### src/rtl/branch_check_queue.sv
// In-order queue of fetch-time branch predictions, checked against execute-time
// resolution; flushes and redirects on a mispredict and keeps perf counters.
module branch_check_queue #(
    parameter  int DEPTH = 8,
    localparam int PTR_W = $clog2(DEPTH)
) (
    input  logic             clk,
    input  logic             rst,
    input  logic             push,
    input  logic [31:0]      push_pc,
    input  logic             push_pred_taken,
    input  logic [31:0]      push_pred_target,
    output logic             full,
    output logic             empty,
    output logic [PTR_W:0]   count,
    input  logic             pop,
    input  logic [6:0]       exec_opcode,
    input  logic [31:0]      exec_pc,
    input  logic             exec_br_en,
    input  logic [31:0]      exec_target,
    output logic             mispredict,
    output logic [31:0]      redirect_pc,
    output logic             pc_mismatch,
    output logic [31:0]      n_ctrl,
    output logic [31:0]      n_mispred
);
    localparam logic [6:0] OP_BR   = 7'b1100011;
    localparam logic [6:0] OP_JAL  = 7'b1101111;
    localparam logic [6:0] OP_JALR = 7'b1100111;

    typedef struct packed {
        logic [31:0] pc;
        logic        pred_taken;
        logic [31:0] pred_target;
    } entry_t;

    entry_t           mem [DEPTH];
    entry_t           hd;
    logic [PTR_W-1:0] head, tail;
    logic             pop_v, push_v, is_ctrl, actual_taken, miss;
    logic [31:0]      actual_next, pred_next;

    assign full  = (count == (PTR_W+1)'(DEPTH));
    assign empty = (count == '0);
    assign pop_v  = pop & ~empty;
    assign push_v = push & (~full | pop_v);
    assign hd     = mem[head];

    always_comb begin
        is_ctrl      = (exec_opcode == OP_BR) || (exec_opcode == OP_JAL) || (exec_opcode == OP_JALR);
        actual_taken = (exec_opcode == OP_BR) ? exec_br_en : is_ctrl;
        actual_next  = actual_taken ? exec_target : exec_pc + 32'd4;
        pred_next    = hd.pred_taken ? hd.pred_target : hd.pc + 32'd4;
        miss         = pop_v && (actual_next != pred_next);
    end

    // Storage is never cleared; a push in a flush cycle is on the wrong path.
    always_ff @(posedge clk) begin
        if (!rst && push_v && !miss)
            mem[tail] <= '{pc: push_pc, pred_taken: push_pred_taken, pred_target: push_pred_target};
    end

    always_ff @(posedge clk) begin
        if (rst) begin
            head        <= '0;
            tail        <= '0;
            count       <= '0;
            mispredict  <= 1'b0;
            redirect_pc <= '0;
            pc_mismatch <= 1'b0;
            n_ctrl      <= '0;
            n_mispred   <= '0;
        end else begin
            mispredict  <= miss;
            pc_mismatch <= pop_v && (hd.pc != exec_pc);
            if (miss)
                redirect_pc <= actual_next;
            if (pop_v && is_ctrl)
                n_ctrl <= n_ctrl + 32'd1;
            if (miss)
                n_mispred <= n_mispred + 32'd1;
            if (miss) begin
                head  <= '0;
                tail  <= '0;
                count <= '0;
            end else begin
                if (pop_v)
                    head <= head + 1'b1;
                if (push_v)
                    tail <= tail + 1'b1;
                count <= count + (PTR_W+1)'(push_v) - (PTR_W+1)'(pop_v);
            end
        end
    end
endmodule
### config.mk
export PLATFORM = sky130hd
export DESIGN_NAME = branch_check_queue
export DESIGN_NICKNAME = d
export VERILOG_FILES = /design/src/rtl/branch_check_queue.sv
export SDC_FILE = /design/constraint.sdc
export NUM_CORES = 1
export LEC_CHECK = 0
export ABC_AREA = 1
export BUFFER_PORTS_ARGS = -buffer_cell sky130_fd_sc_hd__buf_2
export CAP_MARGIN = 25
export CORE_AREA = 8 8 264 266
export CTS_CLUSTER_SIZE = 12
export DETAILED_ROUTE_END_ITERATION = 12
export DIE_AREA = 0 0 272 274
export PLACE_DENSITY = 0.62
export SYNTH_ARGS = -nofsm -noshare
export SYNTH_HDL_FRONTEND = slang
export SYNTH_SLANG_ARGS = --single-unit
### constraint.sdc
create_clock -name clk -period 18.9 [get_ports clk]
set_clock_uncertainty 0.05 [all_clocks]
set_input_delay 2.835 -clock clk [delete_from_list [all_inputs] [get_ports clk]]
set_output_delay 2.835 -clock clk [all_outputs]
set_load 0.02 [all_outputs]
==> out/results.txt, run 1 <==
Total Neg Setup Slack - 0 ns
CTS root buffer - clkbuf_16
Row count - 94
Fmax - 0.112 GHz
Area Overhead vs Synth - 13.4%
Grt ovf - 0
Largest net degree at the start of global routing - 88
IO Port Bufs - 244
Ys Warns - 0
Post-route ant nets - 0
Routed len/inst - 20.4 µm
Post-CTS Hold Buffers - 0
Synth cell count leaders - nand2_1 (1020), edfxtp_1 (520), nand3_1 (364)
Status - complete, no violations
Worst-path fanout max - 87
Cts bufs inserted - 69
Vias post-DR - 23.3k
CTS H-tree lvls - 3
Area leader, netlist - edfxtp_1
Post-synth EDFFs - 520
Prevailing post-synth register cell - edfxtp_1
VDD IR max - 0.0000684 V
Core ar. - 0.0653 mm²
Die area - 0.0745 mm²
IO Count - 245
CP top delay family - simple AND/OR/NAND/NOR gates
Post-DR vias/cell - 5.35
Pins over their slew limit - 0
Area after DPL - 0.0316 mm²
CTS tree - yes
Finished Cell Area - 0.0337 mm²
Lkg Pwr - 14.1 nW
Tot GR Track Use - 23.1%
Largest stage delay on the critical path - 0.89 ns
Initial antenna violation count - 20
Syn Area/Cell - 9.19 µm²
Netlist cell types - 53
R2r setup slk - 10.27 ns
Layout cell share with drive strength beyond 1 - 11.8%
Post-Layout Cell Count - 4354
Post-synth top area share - 52.5%
Seq/Total Area, Yosys - 60.0%
Buf+Inv Stages, Crit Path - 3
Reg clk slew, reported paths - 0.06 ns
Nets - 3589
Worst path arrival time - 9.13 ns
Post-CTS setup repair buffer count - 0
Endpoint class of the critical path - register
Relative slew slack - 30.5%
Hold depth - 2
Final Util - 51.7%
Critical Path Source Type - input pin
Crit path cell chain - buf_2, ha_1, nand3_1, nor3_2, nand2_1, nor3_1, nand2_1, xor2_1, nand2_1, o21ai_0, inv_1, nand3_1, nand2_1, nor2_1, nand2_1, nor2_2, nand3_4, nand2_4, nand3_2, nor2_4, buf_4
RSZ-0062 raised after global routing - no
Setup Viol. Count Final - 0
Maximum root-to-sink buffer count - 3
Starting Density - 45.6%
Synth Instances - 3237
Iter 0 DRT Violations - 2286
DR pass1 iterations - 5
Mapped Area - 0.0297 mm²
Die X - 272 µm
Hold Crit Start - redirect_pc[16]$_SDFFE_PP0P_
Crit path time final - 8.95 ns
# Max-Cap Violations - 0
#FFs+latches synth - 631
Crit path kind - input pin to register
Vias in the first global route - 21.5k
Post-Route WL - 88700 µm
Clock latency on the worst-skew pair - 0.61 ns
Hold endpoint - redirect_pc[16]$_SDFFE_PP0P_
Async SR Flop Fraction - 0%
Dpl cells - 4226
Worst R2R End - mem[6][21]$_DFFE_PP_
Min-delay worst type - register to register
Worst-margin pin slew - 1.04 ns
GPL Wtd Cong - 1.00
Pre-CTS setup slack - 9.37 ns
Count leader, synth - nand2_1
Top area cells in the synthesized netlist - edfxtp_1 (53%), nand2_1 (13%), dfxtp_1 (7.5%), nand3_1 (6.1%), inv_1 (4.2%)
First-pass GRT wire length - 132000 µm
Clk sinks - 631
CP most frequent cell - nand2_1
PostCTS Resize Cnt - 0
Max stage delay cell, worst path - nor2_4
Hpwl dp - 59700 µm
CP Data Required Time - 19.07 ns
Tcrit/Tclk final - 47.4%
Drc violations - 0
Post-Syn Nets - 3390
Worst setup margin - 9.95 ns
Pwr per Cell Area - 119 mW/mm²
Final hold vios - 0
Worst Reg-to-Reg Cells - 24
Worst setup path startpoint - exec_pc[2]
Die Span Y - 274 µm
-- flip-flops by register name, summed over array words and instances (netlist names), named ones only --
name	cells
redirect_pc	32
head	3
mem	520
mispredict	1
count	4
pc_mismatch	1
tail	3
n_mispred	32
n_ctrl	32
-- cells in the final DEF (no fill, tap or decap), types with 6 or more instances in the layout --
master | synthesis | final
nor3_1 | 37 | 37
nand2_1 | 1020 | 1020
nand3_1 | 364 | 364
nand4_1 | 29 | 29
dfxtp_1 | 111 | 108
a221oi_1 | 9 | 9
nor2_4 | 1 | 10
xor2_1 | 49 | 49
inv_1 | 334 | 334
ha_1 | 11 | 11
o21a_1 | 7 | 7
clkinv_1 | 1 | 12
o21ai_0 | 94 | 94
nor2_2 | 18 | 18
clkbuf_1 | 40 | 21
nor4_1 | 14 | 14
a21oi_1 | 131 | 131
a32o_1 | 19 | 19
clkinv_2 | 0 | 6
or2_2 | 7 | 7
xnor2_1 | 16 | 16
edfxtp_1 | 520 | 520
buf_4 | 18 | 27
diode_2 | 0 | 7
nor2_1 | 207 | 198
a22oi_1 | 11 | 11
buf_2 | 68 | 244
clkbuf_16 | 0 | 71
o21ai_1 | 11 | 10
a32oi_1 | 11 | 11
-- power by group --
| group | leakage, nW | switching, mW | internal [mW] |
|---|---|---|---|
| registers | 5.59 | 0.0417 | 1.57 |
| clock network | 1.01 | 0.528 | 0.715 |
| logic | 7.49 | 0.838 | 0.312 |
| total | 14.1 | 1.41 | 2.60 |
-- cells by family after synthesis --
| kind of cell | share of synthesized area (%) |
|---|---|
| buffers and inverters | 6.87 |
| adders and majority gates | 0.530 |
| muxes | 0.0337 |
| and+or+nand+nor | 24.3 |
| AOI/OAI and AO/OA | 6.40 |
| xor gates and xnor gates | 1.91 |
| DFF | 60.0 |
-- per-layer routing --
layer / part of all wire, % / wire (µm) / GRT usage, %
met2: 44 / 39400 / 35.6
met1: 44 / 39200 / 32.9
met3: 8.7 / 7690 / 4.45
met5: 0.085 / 75 / 0
met4: 2.6 / 2350 / 7.47
-- area by class of cell --
type,count,area (µm²)
timing repair buffer,274,1490
clock buffer,95,1900
multi-input combinational,2119,9940
clock inverter,23,166
tap,864,1080
antenna,7,17.5
inverter,341,1290
sequential,631,17800
fill,6023,31500
-- how the worst max path moves through the flow --
stage / endpoint / slack [ns] / cells after the start
finish: mem[6][21]$_DFFE_PP_ / 9.95 / 21
global route: mem[6][21]$_DFFE_PP_ / 9.47 / 21
CTS: mem[2][17]$_DFFE_PP_ / 10.00 / 21
detailed placement: mem[2][27]$_DFFE_PP_ / 9.37 / 21
global placement: mem[2][0]$_DFFE_PP_ / 9.48 / 21
floorplan: mem[0][0]$_DFFE_PP_ / 10.67 / 19
-- worst register-to-register path, stage by stage (launching register included) --
cell and delay [ns]:
dfxtp_4 0.46, inv_4 0.57, buf_4 0.75, buf_4 0.60, nand3_1 0.17, nand2_1 0.08, nand2_1 0.05, nand2_1 0.23
nand2_1 0.14, nor2_1 0.21, nand2_1 0.10, nor2_1 0.23, nand2_1 0.09, nand3_1 0.17, nand2_1 0.07, nand2_1 0.06
nand2_1 0.04, nor2_1 0.09, nand2_1 0.08, nor3_2 0.22, nand3_4 0.76, nand2_4 0.88, nand3_2 0.50, nor2_4 0.89
buf_4 0.74
-- per-stage QoR --
| step | hold slack, ns | total power, mW |
|---|---|---|
| 2_1_floorplan | 0.453 | 2.41 |
| 3_3_place_gp | 0.403 | 2.77 |
| 3_5_place_dp | 0.406 | 2.78 |
| 4_1_cts | 0.414 | 4.03 |
| 5_1_grt | 0.431 | 4.21 |
| 6_report | 0.412 | 4.00 |
(Power assumes the default switching activity.)
==> inputs of run 2 (changes only) <==
--- a/config.mk
+++ b/config.mk
@@ -12,7 +12,7 @@
 export CTS_CLUSTER_SIZE = 12
 export DETAILED_ROUTE_END_ITERATION = 12
 export DIE_AREA = 0 0 272 274
-export PLACE_DENSITY = 0.62
+export PLACE_DENSITY = 0.65
 export SYNTH_ARGS = -nofsm -noshare
 export SYNTH_HDL_FRONTEND = slang
 export SYNTH_SLANG_ARGS = --single-unit
==> constraint.sdc (replaced) <==
create_clock -name clk -period 7.38 [get_ports clk]
set_clock_uncertainty 0.05 [all_clocks]
set_input_delay 1.107 -clock clk [delete_from_list [all_inputs] [get_ports clk]]
set_output_delay 1.107 -clock clk [all_outputs]
set_load 0.02 [all_outputs]
==> run 2 against run 1 <==
Cell area up 0.37%. Highest routed layer unchanged. Critical path type is now register to register. First-iteration DRC count up 13%. Largest cell class unchanged. Register-to-register slack worse by 8.7 ns. Global-route usage up 0.59 points. Power increased to 2.6 times the previous value. Via count increased by 1.9%. Hold slack improved by 0.00067 ns.
==> out/results.txt, run 2 (synthesis gave the netlist of run 1 again) <==
Status - complete, no violations
Clk pwr share - 31.4%
# Max-Cap Violations - 0
Tot GR Track Use - 23.7%
Fillcell total - 6007
Area Overhead vs Synth - 13.9%
Worst-margin pin slew - 1.08 ns
Clk sinks - 631
Crit path cell chain - inv_6, buf_12, nand2_1, a221oi_1, o21ai_0, nand3_1, nand2_1, nor2_1, nand3_1, nor3_2, nand3_4, nand2_4, nand3_2, nor2_4, buf_4
Die area - 0.0745 mm²
Maximum root-to-sink buffer count - 3
Crit path kind - register to register
DR pass1 iterations - 5
Layout cell share with drive strength beyond 1 - 11.9%
Tot Pwr - 10.4 mW
Setup Viol. Count Final - 0
Reg clk slew, reported paths - 0.06 ns
Cts bufs inserted - 70
Buf+Inv Stages, Crit Path - 3
Relative slew slack - 27.5%
Reg power frac - 40.0%
Largest stage delay on the critical path - 0.94 ns
Worst path arrival time - 6.03 ns
RSZ-0062 raised after global routing - no
Largest net degree at the start of global routing - 148
PostCTS Resize Cnt - 0
Final hold vios - 0
Final Util - 51.9%
Post-CTS Hold Buffers - 0
Internal cell power - 6.70 mW
Grt ovf - 0
Post-CTS setup repair buffer count - 0
Routed len/inst - 21.0 µm
Max stage delay cell, worst path - a221oi_1
Critical Path Source Type - register
Crit path time final - 5.81 ns
Clock latency on the worst-skew pair - 0.63 ns
Die X - 272 µm
Post-DR vias/cell - 5.45
Pins over their slew limit - 0
CTS tree - yes
Most used routing layer - met2
Fmax - 0.172 GHz
CTS H-tree lvls - 3
IO Count - 245
Lkg Pwr - 14.1 nW
Total Neg Setup Slack - 0 ns
Pwr per Cell Area - 306 mW/mm²
First-pass GRT wire length - 136000 µm
Max reg flops - 520
Drc violations - 0
CP top delay family - simple AND/OR/NAND/NOR gates
R2r setup slk - 1.57 ns
Core ar. - 0.0653 mm²
Most frequent cells in the layout - nand2_1 (1020), edfxtp_1 (520), nand3_1 (364)
Initial antenna violation count - 7
Psw - 3.66 mW
Starting Density - 45.6%
Met2 usage - 36.8%
Post-route ant nets - 0
Vias in the first global route - 22.1k
Min-delay worst type - register to register
Die Span Y - 274 µm
Row count - 94
CTS root buffer - clkbuf_16
Net Sw Frac - 35.3%
Vias post-DR - 23.7k
Met1 usage - 33.5%
Iter 0 DRT Violations - 2584
Tcrit/Tclk final - 78.7%
Nets - 3593
Worst-path fanout max - 105
Post-Route WL - 91400 µm
GPL Wtd Cong - 0.971
IO Port Bufs - 244
Hpwl dp - 62300 µm
Logic pwr share - 28.6%
VDD IR max - 0.000227 V
CP Data Required Time - 7.61 ns
Biggest register - mem
GR Layer Usage met3 - 4.64%
Commonest non-fill, non-tap cell in the layout - nand2_1
Endpoint class of the critical path - register
[run 2: cell types whose count changed in the layout (fill, tap and decap cells not counted), sizes merged]
cell	change
diode	-4
bufinv	+1
buf	+3
clkbuf	-1
clkinv	-4
clkinvlp	+1
[run 2: area by class of cell]
class	count	area, µm²	share of cell area [%]
flip-flops and latches	631	17800	52.7
repair buffers	277	1580	4.67
inverters	341	1290	3.80
multi-input cells	2119	9940	29.4
well taps	864	1080	3.19
clock inverters	21	224	0.662
diodes	3	7.51	0.0222
clock buffers	94	1880	5.56
[run 2: final timing paths]
kind / endpoint / startpoint / cells after the start
worst min-delay path: redirect_pc[15]$_SDFFE_PP0P_ / redirect_pc[15]$_SDFFE_PP0P_ / 2
worst max-delay path: mem[0][57]$_DFFE_PP_ / register / 15
worst max register to register: mem[0][57]$_DFFE_PP_ / register / 15
worst min register to register: redirect_pc[15]$_SDFFE_PP0P_ / redirect_pc[15]$_SDFFE_PP0P_ / 2
[run 2: through the flow]
step                hold slack, ns  setup WS [ns]  area (µm²)  cells
global route                 0.434           1.11       33800   4347
detailed placement           0.407           1.61       31700   4232
global placement             0.404           1.69       31700   4232
CTS                          0.416           1.59       33800   4347
floorplan                    0.453          0.875       29700   3237
finish                       0.413           1.57       33900   4350
[run 2: power by group through the flow]
stage          Sequential (mW)  Combinational, mW  Clock, mW
6_report                  4.14               2.96       3.26
5_1_grt                   4.15               3.24       3.45
4_1_cts                   4.14               2.94       3.31
3_5_place_dp              4.21               2.92          0
3_3_place_gp              4.21               2.91          0
2_1_floorplan             4.22               1.95          0
[run 2: metal layers]
layer	wire length, µm	vias to the layer above
li1	-	11200
met1	39400	11300
met2	40800	1088
met3	8820	137
met4	2300	4
met5	22	-
[run 2: worst min-delay path, cell delays in order, from the launching register on]
cell     delay [ns]
dfxtp_1        0.30
nand3_1        0.07
nand2_1        0.05
